$ cat config.mk
export PLATFORM = sky130hd
export DESIGN_NAME = r8_frame_sequencer_flat
export DESIGN_NICKNAME = d
export VERILOG_FILES = /design/src/rtl/r8_frame_sequencer_if.sv /design/src/rtl/r8_frame_sequencer.sv /design/src/flat_wrapper.sv
export SDC_FILE = /design/constraint.sdc
export NUM_CORES = 1
export LEC_CHECK = 0
export ABC_AREA = 1
export CAP_MARGIN = 20
export CORE_ASPECT_RATIO = 1.2
export CORE_MARGIN = 1.5
export CORE_UTILIZATION = 56
export CTS_BUF_LIST = sky130_fd_sc_hd__clkbuf_16
export CTS_CLUSTER_DIAMETER = 60
export DETAILED_ROUTE_END_ITERATION = 7
export PLACE_DENSITY_LB_ADDON = 0.1
export SKIP_CTS_REPAIR_TIMING = 1
export SLEW_MARGIN = 10
export SYNTH_ARGS = -nofsm -noshare
export SYNTH_HDL_FRONTEND = slang
export SYNTH_SLANG_ARGS = --single-unit
$ cat constraint.sdc
create_clock -name clk -period 2.18 [get_ports clk]
set_input_delay 0.436 -clock clk [delete_from_list [all_inputs] [get_ports clk]]
set_output_delay 0.436 -clock clk [all_outputs]
set_load 0.005 [all_outputs]
$ cat src/rtl/r8_frame_sequencer_if.sv
// Pixel-stream and status bundle between the pixel source/R8 controller and the frame sequencer.
interface r8_frame_sequencer_if #(
  parameter int CNT_W = 10
);
  logic             start_i;
  logic             abort_i;
  logic             pix_valid_i;
  logic [CNT_W-1:0] col_cnt_o;
  logic [CNT_W-1:0] row_cnt_o;
  logic             start_gt_o;
  logic             row_eq_max_o;
  logic             row_start_o;
  logic             frame_done_o;
  logic             busy_o;
  logic             ovf_o;

  modport master (
    output start_i, abort_i, pix_valid_i,
    input  col_cnt_o, row_cnt_o, start_gt_o, row_eq_max_o,
           row_start_o, frame_done_o, busy_o, ovf_o
  );

  modport slave (
    input  start_i, abort_i, pix_valid_i,
    output col_cnt_o, row_cnt_o, start_gt_o, row_eq_max_o,
           row_start_o, frame_done_o, busy_o, ovf_o
  );
endinterface

$ cat src/rtl/r8_frame_sequencer.sv
// Frame-level sequencer for the R8 windowed filter: tracks pixel position and runs
// warm-up, active and flush phases, producing registered flags and strobes.
module r8_frame_sequencer #(
  parameter int COLS        = 19,
  parameter int ROWS        = 19,
  parameter int WARMUP_ROWS = 3,
  parameter int FLUSH_CYC   = 19,
  parameter int CNT_W       = 10
) (
  input logic             clk,
  input logic             rst_n,
  r8_frame_sequencer_if.slave bus
);

  typedef enum logic [2:0] {IDLE, WARMUP, ACTIVE, FLUSH, DONE} state_t;

  localparam logic [CNT_W-1:0] COL_LAST  = CNT_W'(COLS - 1);
  localparam logic [CNT_W-1:0] ROW_LAST  = CNT_W'(ROWS - 1);
  localparam logic [CNT_W-1:0] WARM_LAST = CNT_W'(WARMUP_ROWS - 1);
  // FLUSH covers the last-pixel cycle plus FLUSH_CYC drain cycles, so DONE
  // lands FLUSH_CYC+1 edges after the last accepted pixel.
  localparam logic [CNT_W-1:0] FLUSH_END = CNT_W'(FLUSH_CYC);

  state_t           state_q, state_d;
  logic [CNT_W-1:0] col_q, col_d;
  logic [CNT_W-1:0] row_q, row_d;
  logic [CNT_W-1:0] flush_q, flush_d;
  logic             start_gt_q, start_gt_d;
  logic             row_eq_max_q, row_eq_max_d;
  logic             row_start_q, row_start_d;
  logic             frame_done_q, frame_done_d;
  logic             busy_q, busy_d;
  logic             ovf_q, ovf_d;
  logic             last_col;

  always_ff @(posedge clk or negedge rst_n) begin
    if (!rst_n) begin
      state_q      <= IDLE;
      col_q        <= '0;
      row_q        <= '0;
      flush_q      <= '0;
      start_gt_q   <= 1'b0;
      row_eq_max_q <= 1'b0;
      row_start_q  <= 1'b0;
      frame_done_q <= 1'b0;
      busy_q       <= 1'b0;
      ovf_q        <= 1'b0;
    end else begin
      state_q      <= state_d;
      col_q        <= col_d;
      row_q        <= row_d;
      flush_q      <= flush_d;
      start_gt_q   <= start_gt_d;
      row_eq_max_q <= row_eq_max_d;
      row_start_q  <= row_start_d;
      frame_done_q <= frame_done_d;
      busy_q       <= busy_d;
      ovf_q        <= ovf_d;
    end
  end

  assign last_col = (col_q == COL_LAST);

  always_comb begin
    state_d      = state_q;
    col_d        = col_q;
    row_d        = row_q;
    flush_d      = flush_q;
    start_gt_d   = start_gt_q;
    row_eq_max_d = row_eq_max_q;
    row_start_d  = 1'b0;
    frame_done_d = 1'b0;
    ovf_d        = ovf_q;

    case (state_q)
      IDLE: begin
        if (bus.start_i) begin
          state_d = WARMUP;
          ovf_d   = 1'b0;
        end
      end
      WARMUP: begin
        if (bus.pix_valid_i) begin
          if (last_col) begin
            col_d = '0;
            row_d = row_q + 1'b1;
            if (row_q == WARM_LAST) begin
              state_d    = ACTIVE;
              start_gt_d = 1'b1;
            end
          end else begin
            col_d = col_q + 1'b1;
          end
        end
      end
      ACTIVE: begin
        if (bus.pix_valid_i) begin
          if (last_col) begin
            col_d = '0;
            row_d = row_q + 1'b1;
            if (row_q == ROW_LAST) begin
              state_d      = FLUSH;
              row_eq_max_d = 1'b1;
              flush_d      = '0;
            end else begin
              row_start_d = 1'b1;
            end
          end else begin
            col_d = col_q + 1'b1;
          end
        end
      end
      FLUSH: begin
        if (bus.pix_valid_i) ovf_d = 1'b1;
        if (flush_q == FLUSH_END) begin
          state_d      = DONE;
          frame_done_d = 1'b1;
        end else begin
          flush_d = flush_q + 1'b1;
        end
      end
      DONE: begin
        if (bus.pix_valid_i) ovf_d = 1'b1;
        state_d      = IDLE;
        col_d        = '0;
        row_d        = '0;
        flush_d      = '0;
        start_gt_d   = 1'b0;
        row_eq_max_d = 1'b0;
      end
      default: state_d = IDLE;
    endcase

    // Abort overrides everything, including a simultaneous start.
    if (bus.abort_i) begin
      state_d      = IDLE;
      col_d        = '0;
      row_d        = '0;
      flush_d      = '0;
      start_gt_d   = 1'b0;
      row_eq_max_d = 1'b0;
      row_start_d  = 1'b0;
      frame_done_d = 1'b0;
      ovf_d        = 1'b0;
    end

    busy_d = (state_d != IDLE);
  end

  assign bus.col_cnt_o    = col_q;
  assign bus.row_cnt_o    = row_q;
  assign bus.start_gt_o   = start_gt_q;
  assign bus.row_eq_max_o = row_eq_max_q;
  assign bus.row_start_o  = row_start_q;
  assign bus.frame_done_o = frame_done_q;
  assign bus.busy_o       = busy_q;
  assign bus.ovf_o        = ovf_q;

endmodule
$ cat src/flat_wrapper.sv
// flat-port wrapper written by rule: the top's interface ports become plain ports
module r8_frame_sequencer_flat 
#(
  parameter int COLS        = 19,
  parameter int ROWS        = 19,
  parameter int WARMUP_ROWS = 3,
  parameter int FLUSH_CYC   = 19,
  parameter int CNT_W       = 10
)
  (clk, rst_n, bus_start_i, bus_abort_i, bus_pix_valid_i, bus_col_cnt_o, bus_row_cnt_o, bus_start_gt_o, bus_row_eq_max_o, bus_row_start_o, bus_frame_done_o, bus_busy_o, bus_ovf_o);
  r8_frame_sequencer_if #(.CNT_W(CNT_W)) bus_i ();
  input logic clk;
  input logic rst_n;
  input wire logic [$bits(bus_i.start_i)-1:0] bus_start_i;
  input wire logic [$bits(bus_i.abort_i)-1:0] bus_abort_i;
  input wire logic [$bits(bus_i.pix_valid_i)-1:0] bus_pix_valid_i;
  output wire logic [$bits(bus_i.col_cnt_o)-1:0] bus_col_cnt_o;
  output wire logic [$bits(bus_i.row_cnt_o)-1:0] bus_row_cnt_o;
  output wire logic [$bits(bus_i.start_gt_o)-1:0] bus_start_gt_o;
  output wire logic [$bits(bus_i.row_eq_max_o)-1:0] bus_row_eq_max_o;
  output wire logic [$bits(bus_i.row_start_o)-1:0] bus_row_start_o;
  output wire logic [$bits(bus_i.frame_done_o)-1:0] bus_frame_done_o;
  output wire logic [$bits(bus_i.busy_o)-1:0] bus_busy_o;
  output wire logic [$bits(bus_i.ovf_o)-1:0] bus_ovf_o;
  assign bus_i.start_i = bus_start_i;
  assign bus_i.abort_i = bus_abort_i;
  assign bus_i.pix_valid_i = bus_pix_valid_i;
  assign bus_col_cnt_o = bus_i.col_cnt_o;
  assign bus_row_cnt_o = bus_i.row_cnt_o;
  assign bus_start_gt_o = bus_i.start_gt_o;
  assign bus_row_eq_max_o = bus_i.row_eq_max_o;
  assign bus_row_start_o = bus_i.row_start_o;
  assign bus_frame_done_o = bus_i.frame_done_o;
  assign bus_busy_o = bus_i.busy_o;
  assign bus_ovf_o = bus_i.ovf_o;
  r8_frame_sequencer #(.COLS(COLS), .ROWS(ROWS), .WARMUP_ROWS(WARMUP_ROWS), .FLUSH_CYC(FLUSH_CYC), .CNT_W(CNT_W)) u_core (.clk(clk), .rst_n(rst_n), .bus(bus_i));
endmodule
# Yosys cells after proc, flatten, opt, wreduce, memory -nomap -nowiden
# Index checks and enable logic that the tools add are counted.
dict set report word_totals {
  register_bits 39
  input_bits 5
  elab_cells 93
}
dict set report classes {
  addsub 3
  n_eq_ne 19
  n_mux 46
  reduce_logical 15
}
# op n
set ops {}
lappend ops {{10-bit two-way mux} 11}
lappend ops {{10-bit one-hot mux with 2 select lines} 2}
lappend ops {{10-bit by 1-bit adder with 10-bit output (second input constant)} 3}
lappend ops {{10-bit by 5-bit equality test with 1-bit output (second input constant)} 3}
lappend ops {{10-bit one-hot mux with 3 select lines} 1}
lappend ops {{3-bit two-way mux} 9}
lappend ops {{1-bit two-way mux} 19}
lappend ops {{3-bit nonzero test} 5}
lappend ops {{3-bit by 2-bit != test with 1-bit output (second input constant)} 4}
lappend ops {{3-bit != test (second input constant)} 4}
lappend ops {{3-bit one-hot mux with 4 select lines} 1}
lappend ops {{10-bit by 2-bit equality test with 1-bit output (second input constant)} 1}
lappend ops {{3-bit by 1-bit != test with 1-bit output (second input constant)} 3}
lappend ops {{4-bit AND reduction} 2}
lappend ops {{3-bit by 2-bit equality test with 1-bit output (second input constant)} 2}
lappend ops {{1-bit one-hot mux with 2 select lines} 3}
lappend ops {{3-bit AND reduction} 2}
lappend ops {{5-bit AND reduction} 1}
lappend ops {{4-bit nonzero test} 1}
lappend ops {{2-bit OR reduction} 2}
lappend ops {{3-bit by 1-bit equality test with 1-bit output (second input constant)} 1}
lappend ops {{3-bit equality test (second input constant)} 1}
lappend ops {{3-bit logical NOT} 1}
lappend ops {{2-bit AND reduction} 1}

# Longest topological paths before layout
dict set report depth {
  depth_word 7
  depth_mapped 12
}

# Least setup slack after synthesis
# No wires, ideal clock.
dict set report synth_path {
  path_kind {register to register}
  startpoint {register u_core.col_q[0], in the netlist u_core.bus.col_cnt_o[0]}
  endpoint {register u_core.flush_q[9]}
  t_arrival_ns 1.499
  required_time_ns 2.061
  slack_ns 0.563
  path_stages_with_launch 12
  path_buffers 0
  synth_period_minus_slack_ns 1.617
  path_cell_list {dfrtp_1 inv_1 ha_1 inv_1 nor2_1 nand3_1 nor2_4 nand3_1 nand2_1 nand2_4 nand2_1 nand2_1}
}
dict set report synth_between {
  elab_chain_len 3
}
# element line_no
set synth_rtl {}
lappend synth_rtl {{start, declared} r8_frame_sequencer.sv:25} ;# logic [CNT_W-1:0] col_q, col_d;
lappend synth_rtl {{start signal, assigned} r8_frame_sequencer.sv:50} ;# col_q <= col_d;
lappend synth_rtl {{10-bit by 5-bit equality test with 1-bit output} r8_frame_sequencer.sv:62} ;# assign last_col = (col_q == COL_LAST);
lappend synth_rtl {{3-bit by 2-bit != test with 1-bit output (no source line)} -}
lappend synth_rtl {{5-bit AND reduction (no source line)} -}
lappend synth_rtl {{end signal, assigned} r8_frame_sequencer.sv:52} ;# flush_q <= flush_d;
lappend synth_rtl {{end, declared} r8_frame_sequencer.sv:27} ;# logic [CNT_W-1:0] flush_q, flush_d;
# No other way between the ends.
# A chain may end at the register's enable or synchronous reset.

# Worst setup path after layout
dict set report layout_path {
  startpoint {register u_core.row_q[0], in the netlist u_core.bus.row_cnt_o[0]}
  endpoint {register u_core.flush_q[9]}
}
dict set report layout_between {
  elab_chain_len 3
}
# element line_no
set layout_rtl {}
lappend layout_rtl {{start, declared} r8_frame_sequencer.sv:26} ;# logic [CNT_W-1:0] row_q, row_d;
lappend layout_rtl {{start signal, assigned} r8_frame_sequencer.sv:51} ;# row_q <= row_d;
lappend layout_rtl {{10-bit by 5-bit equality test with 1-bit output} r8_frame_sequencer.sv:101} ;# if (row_q == ROW_LAST) begin
lappend layout_rtl {{3-bit by 2-bit != test with 1-bit output (no source line)} -}
lappend layout_rtl {{5-bit AND reduction (no source line)} -}
# No other way between the ends.

==> summary.md <==
| Metric | Value |
|---|---|
| Required arrival time at the worst endpoint | around 2400 ps |
| RSZ-0062 raised after global routing | no |
| Largest net degree at the start of global routing | 40 |
| DP HPWL | 4240 microns |
| Worst clock skew | between 3 and 4 ps |
| Leakage power of the design | approximately 1.5 nW |
| Sequential Area | 976 sq um |
| Number of nets at the end of the flow | 390 |
| Parity-gate share of the synthesized area counting xor and xnor cells | 0.0175 |
| Number of buffers created by CTS | 5 |
| Flops & latches, synth | 39 |
| Total Power | 1.76 mW |
| Signed area change from the synthesized netlist to the final layout | 20.0% |
| Max Buffers Root-to-Sink | 2 |
| Global-route total usage across every layer | 0.251 |
| Arrival time at the worst endpoint | between 2000 and 2500 ps |
| Die Footprint | slightly below 0.005 sq mm |
| Share of synthesized cell area in full adder, half adder and majority cells | 0.0250 |
| Final Cycle Share | 0.875 |
| Final design utilization | 0.704 |
| Power density over cell area | 586 mW/mm^2 |
| Core region area | approximately 0.0043 sq mm |
| Height of the die | 76.2 microns |
| Largest vdd supply drop | about 500 uV |
| Combinational family with the most area after synthesis | simple AND/OR/NAND/NOR gates |
| Wire per inst | around 13 microns |
| Portion of netlist area occupied by mux cells | 0 |
| Post-DR vias/cell | around 5.2 |
| Filler instances | 368 |
| Number of iterations in the first detailed-routing pass | 4 |
| Top-area cell type share of the netlist area | 0.391 |
| Accumulated negative setup slack | 0 ps |
| Number of placement rows | 26 |
| R2R Path Start | u_core.bus.row_cnt_o[0]$_DFFE_PN0P_ |
| Number of H-tree levels | 2 |
| Number of port buffers | 30 |
| Initial cell density of the core | 0.586 |
| DRC viols | 0 |
| Cell taking the most area after synthesis | dfrtp_1 |
| Number of endpoints failing setup at the final stage | 0 |
| Worst flop-to-flop path endpoint | u_core.flush_q[9]$_DFFE_PN0P_ |
| Sequential element share of the synthesized area | 0.391 |
| Horizontal die dimension | 64.0 microns |
| Total congestion overflow after global routing | 0 |
| Synthesized instance count | 343 |
| Synthesized cell area | around 0.0025 sq mm |
| Boundary Pins | 31 |
| Insertion delay of the later-clocked pin in the worst-skew pair | 280 ps |
| Endpoint class of the critical path | flip-flop |
| Synthesis Warnings | 0 |
| Slew @ Worst Pin | ~500 ps |
| Hold slack | 199 ps |
| Worst Path Class, Setup | reg2reg |
| Average footprint of a synthesized cell | roughly 7.3 sq um |
| Via count | 2291 |
| Initial antenna violation count | 0 |
| Post-Route WL | ~5700 microns |
| Yosys cell types | 30 |
| Slew headroom | 0.668 |
| Global-route wire length before repair | 9610 microns |
| Post-synthesis compound-gate area fraction | 0.0721 |
| Result of the run | complete, no violations |
| ANT nets after route | 0 |
| Synth Area in Simple Gates | 0.395 |
| Number of max-cap violations | 0 |
| Diodes inserted | 0 |
| Worst setup SP type | flip-flop |
| Worst hold path class | in2async |
| Endpoints failing hold | 0 |
| Count of final max-slew check failures | 0 |
| DRC marker count from the first detailed-route iteration | slightly below 100 |
| Number of clock sinks | 39 |
| Post-Synthesis Net Count | about 350 |
| Maximum net fanout on the critical path | 10 |
| Ratio of cells with drive above 1 in the final layout | 0.118 |
| Final Critical Period | 1910 ps |
| Count of cells along the worst register-to-register path | 11 |
| Buffer type at the clock tree root | clkbuf_16 |
| CTS tree | done |
| Number of global-route vias before repair | between 2000 and 2500 |
| Synth top area cells | dfrtp_1, nand2_1, nand3_1 |
| Fmax achieved | between 500 and 600 MHz |
| Area of the multi-input gates | 0.00127 sq mm |
| Reg clk slew, reported paths | roughly 60 ps |
| Final estimated routing congestion in global placement | 0.907 |
| Reg2reg setup slack | roughly 270 ps |
routing by layer:
metal,track usage,share of wire,wire length (microns),up-vias
met2,0.417,0.50,2820,59
met5,0,0,0,-
met1,0.300,0.43,2410,1045
met4,0.120,0.033,185,0
met3,0.0620,0.045,257,17
li1,-,-,-,1170
critical path, cell delays in order (launching register included):
cell and delay, ps:
dfrtp_1 430, inv_1 80, ha_1 160, inv_1 40, nor2_1 70, nand3_1 100
nor3_1 280, nand3_1 110, nand2_1 240, nand2_4 140, nand2_1 80, nand2_1 50
cell usage after synthesis (all sizes together):
master   n
a21oi   11
a221oi   1
buf      7
dfrtp   39
ha       5
inv     52
nand2   92
nand3   42
nand4   12
nor2    51
nor3     5
nor3b    2
nor4     3
o21a     1
o21ai   15
xor2     5
layout make-up:
class | count | share of cell area
timing repair buffer | 37 | 0.116
tap | 56 | 0.0234
clock inverter | 3 | 0.00417
clock buffer | 5 | 0.0417
sequential | 39 | 0.325
inverter | 52 | 0.0651
multi-input combinational | 245 | 0.424
where the power goes:
part / internal (mW) / switching (mW) / total [mW]
Combinational: 0.120 / 0.148 / 0.269
Clock: 0.413 / 0.272 / 0.685
Sequential: 0.755 / 0.0483 / 0.803
through the flow:
step,setup slack [ps],cells,area (sq um)
3_3_place_gp,157,429,2860
6_report,273,437,3000
2_1_floorplan,563,343,2500
3_5_place_dp,53.1,429,2860
5_1_grt,88.0,437,3000
4_1_cts,295,437,3000
cells by family after synthesis:
kind of cell	after synthesis
AOI/OAI and AO/OA	28
xor gates and xnor gates	5
adders and majority gates	5
buffers and inverters	59
DFF	39
and+or+nand+nor	207
worst max path at each step:
stage	to	slack, ps	start
CTS	u_core.flush_q[6]$_DFFE_PN0P_	290	u_core.bus.row_cnt_o[0]$_DFFE_PN0P_
finish	u_core.flush_q[9]$_DFFE_PN0P_	270	u_core.bus.row_cnt_o[0]$_DFFE_PN0P_
global route	u_core.flush_q[3]$_DFFE_PN0P_	90	u_core.bus.row_cnt_o[0]$_DFFE_PN0P_
global placement	u_core.bus.col_cnt_o[1]$_DFFE_PN0P_	160	bus_abort_i
detailed placement	u_core.bus.col_cnt_o[7]$_DFFE_PN0P_	50	bus_abort_i
floorplan	u_core.flush_q[9]$_DFFE_PN0P_	560	u_core.bus.col_cnt_o[0]$_DFFE_PN0P_
sequential cells by signal, indices dropped and copies added, names as in the netlist:
signal                   flops
u_core.bus.col_cnt_o        10
u_core.bus.row_cnt_o        10
u_core.flush_q              10
u_core.state_q               3
u_core.bus.busy_o            1
u_core.bus.frame_done_o      1
u_core.bus.ovf_o             1
u_core.bus.row_eq_max_o      1
u_core.bus.row_start_o       1
u_core.bus.start_gt_o        1
cells in the final DEF, fill, tap and decap left out, types with 6 or more instances in the layout:
cell type | Yosys | layout
o21ai_0 | 12 | 12
nand2_1 | 85 | 85
clkdlybuf4s50_1 | 0 | 29
dfrtp_1 | 39 | 39
nor2_1 | 42 | 42
nand4_1 | 12 | 12
a21oi_1 | 7 | 7
inv_2 | 6 | 6
buf_4 | 1 | 7
nand3_1 | 39 | 39
inv_1 | 46 | 48
No activity file was read; power rests on OpenSTA's default activity.
